## src/rtl/spi_slave_frame.sv

```systemverilog
// spi_slave_frame: SPI slave frame receiver with read-data serialiser, abort and timeout detection
//   clk         SPI bit clock, all sampling on the rising edge
//   rst_n       asynchronous active-low reset
//   ss_n        slave select, active low
//   mosi        serial data in
//   miso        serial data out, 0 when not transmitting
//   rx_data     last accepted {cmd, payload} frame
//   rx_valid    one-cycle pulse when rx_data updates
//   tx_data     read data from the memory side
//   tx_valid    tx_data valid, sampled only while waiting to transmit
//   busy        high whenever the FSM is not idle
//   frame_abort one-cycle pulse when ss_n rises mid-frame
//   cmd_err     one-cycle pulse on orphan RD_DATA or tx timeout
module spi_slave_frame #(
    parameter int DATA_W     = 8,
    parameter int MSB_FIRST  = 1,
    parameter int TX_TIMEOUT = 16
) (
    input  logic                clk,
    input  logic                rst_n,
    input  logic                ss_n,
    input  logic                mosi,
    output logic                miso,
    output logic [DATA_W+1:0]   rx_data,
    output logic                rx_valid,
    input  logic [DATA_W-1:0]   tx_data,
    input  logic                tx_valid,
    output logic                busy,
    output logic                frame_abort,
    output logic                cmd_err
);
    localparam int FRAME_W = DATA_W + 2;
    localparam int MAXC    = FRAME_W > TX_TIMEOUT ? FRAME_W : TX_TIMEOUT;
    localparam int CW      = $clog2(MAXC + 1);
    localparam bit MSB     = MSB_FIRST != 0;
    typedef enum logic [2:0] {IDLE, RX, WAIT_TX, TX, DONE} state_t;
    state_t state, state_n;
    logic [FRAME_W-1:0] sh, sh_n, frame, rx_data_n;
    logic [DATA_W-1:0] txsh, txsh_n;
    logic [CW-1:0] cnt, cnt_n, tcnt, tcnt_n;
    logic miso_n, rx_valid_n, cmd_err_n, abort_n, rd_pend, rd_pend_n;
    logic [1:0] cmd;
    assign frame = MSB ? {sh[FRAME_W-2:0], mosi} : {mosi, sh[FRAME_W-1:1]};
    assign cmd   = frame[FRAME_W-1 -: 2];
    assign busy  = state != IDLE;
    always_comb begin
        state_n    = state;
        sh_n       = sh;
        cnt_n      = cnt;
        tcnt_n     = tcnt;
        txsh_n     = txsh;
        miso_n     = 1'b0;
        rx_data_n  = rx_data;
        rx_valid_n = 1'b0;
        cmd_err_n  = 1'b0;
        abort_n    = 1'b0;
        rd_pend_n  = rd_pend;
        if (ss_n) begin
            // Deselect wins over everything, including the last RX bit edge
            state_n = IDLE;
            cnt_n   = '0;
            tcnt_n  = '0;
            abort_n = state == RX || state == WAIT_TX || state == TX;
        end else begin
            case (state)
                IDLE: begin
                    sh_n    = frame;
                    cnt_n   = CW'(1);
                    state_n = RX;
                end
                RX: begin
                    sh_n  = frame;
                    cnt_n = cnt + CW'(1);
                    if (cnt == CW'(FRAME_W - 1)) begin
                        state_n = DONE;
                        if (cmd == 2'b11 && !rd_pend) cmd_err_n = 1'b1;
                        else begin
                            rx_data_n  = frame;
                            rx_valid_n = 1'b1;
                            if (cmd == 2'b10) rd_pend_n = 1'b1;
                            if (cmd == 2'b11) begin
                                rd_pend_n = 1'b0;
                                tcnt_n    = '0;
                                state_n   = WAIT_TX;
                            end
                        end
                    end
                end
                WAIT_TX: begin
                    if (tx_valid) begin
                        miso_n  = MSB ? tx_data[DATA_W-1] : tx_data[0];
                        txsh_n  = MSB ? tx_data << 1 : tx_data >> 1;
                        tcnt_n  = CW'(1);
                        state_n = TX;
                    end else if (TX_TIMEOUT > 0) begin
                        // tcnt counts idle WAIT_TX edges; the TX_TIMEOUT-th one gives up
                        if (tcnt == CW'(TX_TIMEOUT - 1)) begin
                            cmd_err_n = 1'b1;
                            state_n   = DONE;
                        end else tcnt_n = tcnt + CW'(1);
                    end
                end
                TX: begin
                    if (tcnt == CW'(DATA_W)) state_n = DONE;
                    else begin
                        miso_n = MSB ? txsh[DATA_W-1] : txsh[0];
                        txsh_n = MSB ? txsh << 1 : txsh >> 1;
                        tcnt_n = tcnt + CW'(1);
                    end
                end
                DONE: state_n = DONE;
                default: state_n = IDLE;
            endcase
        end
    end
    always_ff @(posedge clk or negedge rst_n) begin
        if (!rst_n) begin
            state       <= IDLE;
            sh          <= '0;
            cnt         <= '0;
            tcnt        <= '0;
            txsh        <= '0;
            miso        <= 1'b0;
            rx_data     <= '0;
            rx_valid    <= 1'b0;
            cmd_err     <= 1'b0;
            frame_abort <= 1'b0;
            rd_pend     <= 1'b0;
        end else begin
            state       <= state_n;
            sh          <= sh_n;
            cnt         <= cnt_n;
            tcnt        <= tcnt_n;
            txsh        <= txsh_n;
            miso        <= miso_n;
            rx_data     <= rx_data_n;
            rx_valid    <= rx_valid_n;
            cmd_err     <= cmd_err_n;
            frame_abort <= abort_n;
            rd_pend     <= rd_pend_n;
        end
    end
endmodule

```

## config.mk

```make
export PLATFORM = sky130hd
export DESIGN_NAME = spi_slave_frame
export DESIGN_NICKNAME = d
export VERILOG_FILES = /design/src/rtl/spi_slave_frame.sv
export SDC_FILE = /design/constraint.sdc
export NUM_CORES = 1
export LEC_CHECK = 0
export CORE_MARGIN = 1.5
export CORE_UTILIZATION = 55
export CTS_CLUSTER_DIAMETER = 80
export DETAILED_ROUTE_END_ITERATION = 8
export GPL_ROUTABILITY_DRIVEN = 0
export GPL_TIMING_DRIVEN = 0
export HOLD_SLACK_MARGIN = 0.12
export PLACE_DENSITY_LB_ADDON = 0.3
export SETUP_SLACK_MARGIN = 0.15
export SYNTH_ARGS = -nofsm -noshare
export SYNTH_HDL_FRONTEND = slang
export SYNTH_SLANG_ARGS = --single-unit
```

## constraint.sdc

```tcl
create_clock -name clk -period 3 [get_ports clk]
set_clock_uncertainty 0.05 [all_clocks]
set_input_delay 0.6 -clock clk [delete_from_list [all_inputs] [get_ports clk]]
set_output_delay 0.6 -clock clk [all_outputs]
set_load 0.05 [all_outputs]
```

==> run summary <==
Post-Syn Area: 2263 um2
Detail-routed net length per standard cell: 14.05 um
Clk network pwr share: 20.5%
Final hold violation count: 0
Antenna violations before repair: 0
Switching power as a share of total power: 35.50%
Total power after layout: 1923 uW
Worst setup slack before clock tree synthesis: 0.4150 ns
Setup tns final: 0 ns
Diodes inserted: 0
Share of the synthesized area in the top cell type: 48.65%
Synthesized area per cell: 10.58 um2
Sequential fraction of the synthesis area: 48.65%
Global-route wire length before repair: 7.383 mm
Required time at the endpoint of the critical path: 2.35 ns
Synth area leader: dfrtp_1
Reg power frac: 43.5%
Combinational share of power: 36.0%
Worst setup path category: flop to output port
Chip width: 67.15 um
Count of mapped cells out of synthesis: 214
Count leader, synth: dfrtp_1
Leading cell types by total area after synthesis: dfrtp_1 (49%), nand2_1 (6.0%), mux2_2 (4.5%), mux2i_1 (3.1%), ha_1 (2.8%)
Highest-delay cell along the critical path: dfrtp_1
TritonCTS Sinks: 44
Cell area after placement: 2611 um2
Final net count: 267
RSZ-0062 raised after global routing: no
Maximum cell stage delay along the critical path: 0.43 ns
Share of the core filled with cells: 68.18%
Relative slew margins: 53.13%
Asr flop ratio synth: 100.0%
Vias in the first global route: 1587
Switching component of the power: 682.6 uW
Routed Antenna Nets: 0
Total number of placement rows: 23
Share of cells above drive strength 1: 17.60%
Sequence of cells on the critical path: clkbuf_8, clkbuf_1, or3_1, dlygate4sd2_1
Count of unique library cells instantiated by Yosys: 53
Net count after synthesis: 232
Final period utilization: 88.07%
Number of violations reported at the end of detailed-routing iteration 0: 109
Worst path bufs/invs: 3
Fmax: 378.5 MHz
Initial cell density of the core: 56.99%
Max VDD drop: 395.2 uV
Data arrival time at the worst-slack endpoint: 1.99 ns
Outcome: completed
Register clock-pin slew on the reported worst setup and hold paths: 0.09 ns
H-tree depth reported by CTS: 2
Floorplan core area: 3971 um2
Predominant post-synthesis flop cell: dfrtp_1
HPWL reported at the end of detailed placement: 3.068 mm
Fill cells: 310
Io pins: 28
Top cells by count, synth: dfrtp_1 (44), nand2_1 (36), nor2_1 (15)
Clk Tree Root Cell: clkbuf_8
CTS tree: done
Number of max-capacitance violations reported: 0
Power density over the cells: 710.2 nW/um2
Top delay family on crit path: buffers and inverters
Register bit total from synthesis: 44
P_int: 1240 uW
Actual transition at the worst max-transition pin: 0.6993 ns
Final setup slack of the worst path: 0.3579 ns
Finished Cell Area: 2708 um2
Post-detailed-route via-to-cell ratio: 5.517
Category of the worst setup path launch point: flop
Class of the tightest hold or removal check: primary input to async pin
Clock period minus final worst setup slack: 2.642 ns
Grt total ovfl: 0
Finish-stage setup viols: 0
Largest net degree at the start of global routing: 33
Total wire length: 4.214 mm
Die outline height: 67.15 um
Clock latency on the worst-skew pair: 0.30 ns
Reg area: 1101 um2
DIE AREA: 4509 um2
Port Buffers: 27
Number of detailed-route iterations in the first pass: 4
Inserted Clock Buffers: 5
Max-slew violation total from the final report: 0
DRC viols: 0
Overall Global Routing Usage: 21.96%
Via count: 1655
Number of buffers on the longest clock path: 2
Largest fanout of any net on the critical path: 10
Static leakage: 0.001232 uW
Synth warn: 0
Combined area of the multi-input logic cells: 1035 um2
Area growth, synth to finish: 19.62%
CP endpoint kind: output port
Number of enable flip-flop cells after synthesis: 0
-- routing by layer --
metal	global-route usage (%)	wire, um	part of all wire [%]	vias to the layer above
met4	10.46	86	2.0	0
met2	36.01	2047	49	31
li1	-	-	-	806
met1	28.43	1950	46	810
met3	3.667	129	3.1	8
met5	0	0	0	-
-- cells by family after synthesis --
kind of cell	Yosys count	synth area share, %
AND/OR/NAND/NOR	88	21.28
flip-flops	44	48.65
AO/OA/AOI/OAI	34	12.00
buffers and inverters	23	5.638
multiplexers	18	8.900
adder cells (fa/ha/maj)	5	2.764
XOR/XNOR	2	0.7740
-- worst reg2reg max path, stage by stage (launching register included) --
cell      delay (ns)
dfrtp_1         0.42
ha_1            0.20
and3_1          0.16
ha_1            0.20
or2b_2          0.34
a221oi_4        0.34
a21oi_4         0.10
mux2_4          0.31
-- final cells by class --
class / instances / share of cell area, %
clock inverters: 2 / 0.5545
multi-input cells: 147 / 38.22
inverters: 12 / 1.664
repair buffers: 28 / 10.49
well taps: 50 / 2.311
plain buffers: 11 / 3.050
clock buffers: 6 / 3.050
flip-flops and latches: 44 / 40.67
-- state kept, by name, summed over array words and instances (netlist names) --
| name | count |
|---|---|
| rd_pend | 1 |
| cmd_err | 1 |
| cnt | 5 |
| txsh | 7 |
| sh | 9 |
| rx_data | 10 |
| rx_valid | 1 |
| miso | 1 |
| state | 3 |
| frame_abort | 1 |
| tcnt | 5 |
-- cell usage in the layout, fill, tap and decap left out, types with 3 or more instances in the layout --
master | synthesis | final
o21ai_0 | 9 | 9
dfrtp_1 | 44 | 44
nor2_1 | 15 | 15
nand3_1 | 9 | 9
clkbuf_8 | 1 | 7
nand2_1 | 36 | 36
inv_1 | 12 | 12
clkdlybuf4s50_1 | 0 | 25
mux2i_1 | 7 | 7
buf_6 | 3 | 3
a21oi_1 | 10 | 10
ha_1 | 5 | 5
buf_2 | 4 | 5
mux2_2 | 9 | 9
-- path summary, 6_finish.rpt --
path | start | end | slack (ns) | cells past startpoint
worst max-delay path | state[1] | busy | 0.36 | 4
worst min-delay path | rst_n | cmd_err | 0.14 | 1
worst max register to register | tcnt[0] | tcnt[4] | 0.78 | 7
worst min register to register | rx_data[0] | rx_data[0] | 0.43 | 2
max in group asynchronous | rst_n | txsh[4] | 2.29 | 2
min in group clk | rx_data[0] | rx_data[0] | 0.43 | 2
-- repair_timing --
| item | CTS | global route |
|---|---|---|
| setup buffers | 0 | 0 |
| gates resized for setup | 1 | 0 |
| endpoints found under the setup margin | 1 | 0 |
| hold buffers | 0 | 0 |
| endpoints found under the hold margin | 0 | 0 |
-- power groups by stage --
stage	Sequential (uW)	Clock [uW]	Combinational, uW
after CTS	834	407	698
final	836	394	693
after global routing	858	428	770
after detailed placement	846	0	705
after floorplan	835	0	540
after global placement	837	0	690
-- through the flow --
stage | hold WS [ns] | std cells
after floorplan | 0.2544 | 214
after global placement | 0.4110 | 291
after detailed placement | 0.4110 | 292
after CTS | 0.1469 | 300
after global routing | 0.1567 | 300
final | 0.1402 | 300
(Power assumes the default switching activity.)
==> edit (same settings) <==
Add an input register stage for `ss_n`, `mosi`, `tx_data` and `tx_valid`, cleared by the reset; this delays them by one clock. Comments in the files are not updated.
--- a/src/rtl/spi_slave_frame.sv
+++ b/src/rtl/spi_slave_frame.sv
@@ -34,13 +34,33 @@
     localparam int CW      = $clog2(MAXC + 1);
     localparam bit MSB     = MSB_FIRST != 0;
     typedef enum logic [2:0] {IDLE, RX, WAIT_TX, TX, DONE} state_t;
+
+    logic ss_n_q;
+    logic mosi_q;
+    logic [DATA_W-1:0] tx_data_q;
+    logic tx_valid_q;
+
+    always_ff @(posedge clk or negedge rst_n) begin
+        if (!rst_n) begin
+            ss_n_q     <= '0;
+            mosi_q     <= '0;
+            tx_data_q  <= '0;
+            tx_valid_q <= '0;
+        end else begin
+            ss_n_q     <= ss_n;
+            mosi_q     <= mosi;
+            tx_data_q  <= tx_data;
+            tx_valid_q <= tx_valid;
+        end
+    end
+
     state_t state, state_n;
     logic [FRAME_W-1:0] sh, sh_n, frame, rx_data_n;
     logic [DATA_W-1:0] txsh, txsh_n;
     logic [CW-1:0] cnt, cnt_n, tcnt, tcnt_n;
     logic miso_n, rx_valid_n, cmd_err_n, abort_n, rd_pend, rd_pend_n;
     logic [1:0] cmd;
-    assign frame = MSB ? {sh[FRAME_W-2:0], mosi} : {mosi, sh[FRAME_W-1:1]};
+    assign frame = MSB ? {sh[FRAME_W-2:0], mosi_q} : {mosi_q, sh[FRAME_W-1:1]};
     assign cmd   = frame[FRAME_W-1 -: 2];
     assign busy  = state != IDLE;
     always_comb begin
@@ -55,7 +75,7 @@
         cmd_err_n  = 1'b0;
         abort_n    = 1'b0;
         rd_pend_n  = rd_pend;
-        if (ss_n) begin
+        if (ss_n_q) begin
             // Deselect wins over everything, including the last RX bit edge
             state_n = IDLE;
             cnt_n   = '0;
@@ -87,9 +107,9 @@
                     end
                 end
                 WAIT_TX: begin
-                    if (tx_valid) begin
-                        miso_n  = MSB ? tx_data[DATA_W-1] : tx_data[0];
-                        txsh_n  = MSB ? tx_data << 1 : tx_data >> 1;
+                    if (tx_valid_q) begin
+                        miso_n  = MSB ? tx_data_q[DATA_W-1] : tx_data_q[0];
+                        txsh_n  = MSB ? tx_data_q << 1 : tx_data_q >> 1;
                         tcnt_n  = CW'(1);
                         state_n = TX;
                     end else if (TX_TIMEOUT > 0) begin
Function: changed (a bounded check fails within 4 cycles, from zero or initial values and one cycle with rst_n low).
==> edit against the unedited design <==
Count of clock-buffer cells in the layout is the same; sequential cell count grew 11; cell area grew 7.3%; fmax shrank 1.7%; largest cell class unchanged; register-to-register slack gained 390 ps; clock power grew 3%; critical path type unchanged; sequential share of layout area grew 6.7 points; wire length shrank 4.0%; non-clock buffer count shrank 3; total power grew 9.3%; worst setup slack lost 44 ps; synthesized area grew 9.0%.
==> edit: results (changes against the unedited design) <==
metric,value,unit,change
Combinational Power,0.681,mW,-2%
number of global-route vias before repair,1665,,+4.9%
P&R area growth vs syn,17.8,%,
met2 WL,1910,um,-6.8%
Tcrit/Tclk final,0.895,,+0.0148
layout cells sized above 1,0.163,,-0.0126
DRT met1 WL,1930,um,-0.82%
worst ir drop on vdd,0.498,mV,+26%
nets@finish,274,,+2.6%
Resize count post-CTS,0,,-1
register area share after synthesis,0.558,,+0.0716
Sw Pwr,0.735,mW,+7.7%
routed len/inst,13.1,um,-6.8%
GRT Total Usage,0.187,,-0.0331
hold_ws,223,ps,+83.1 ps
worst reg-to-reg setup slack,1170,ps,+390 ps
bufs w/o clock,36,,-7.7%
first-pass GRT wire length,7280,um,-1.4%
status,"complete, no violations",,
number of multi-input logic gates,148,,+0.68%
Worst-Margin Slew,559,ps,-140 ps
Synth cell types,41,,-23%
Clk. pwr,0.407,mW,+3%
GR Layer Usage met1,0.245,,-0.0397
FILL cells,349,,+13%
Global Route met2 Usage,0.307,,-0.0533
CP peak stage delay,710,ps,+280 ps
-- edit: cell types whose count changed in the layout (fill, tap and decap cells not counted), moves of 3 or more --
cell	before	now
o21ai_1	0	3
buf_2	5	2
nor2_1	15	19
nand2_1	36	41
inv_1	12	9
dfrtp_1	44	55
a22oi_1	0	3
-- edit: stage by stage --
stage	instance area (um2)	std cells
final	2910	309
after global routing	2910	309
after CTS	2910	309
after detailed placement	2820	301
after global placement	2800	300
after floorplan	2470	221
-- edit: kinds of logic (layout without fill, tap and decap cells) --
| kind of cell | Yosys count | in the layout | share of synthesized area |
|---|---|---|---|
| compound gates | 37 | 37 | 0.118 |
| xor+xnor | 2 | 2 | 0.00710 |
| fa+ha+maj | 5 | 5 | 0.0254 |
| buf+inv | 18 | 54 | 0.0446 |
| flops | 55 | 55 | 0.558 |
| mux | 13 | 13 | 0.0568 |
| simple gates | 91 | 91 | 0.190 |
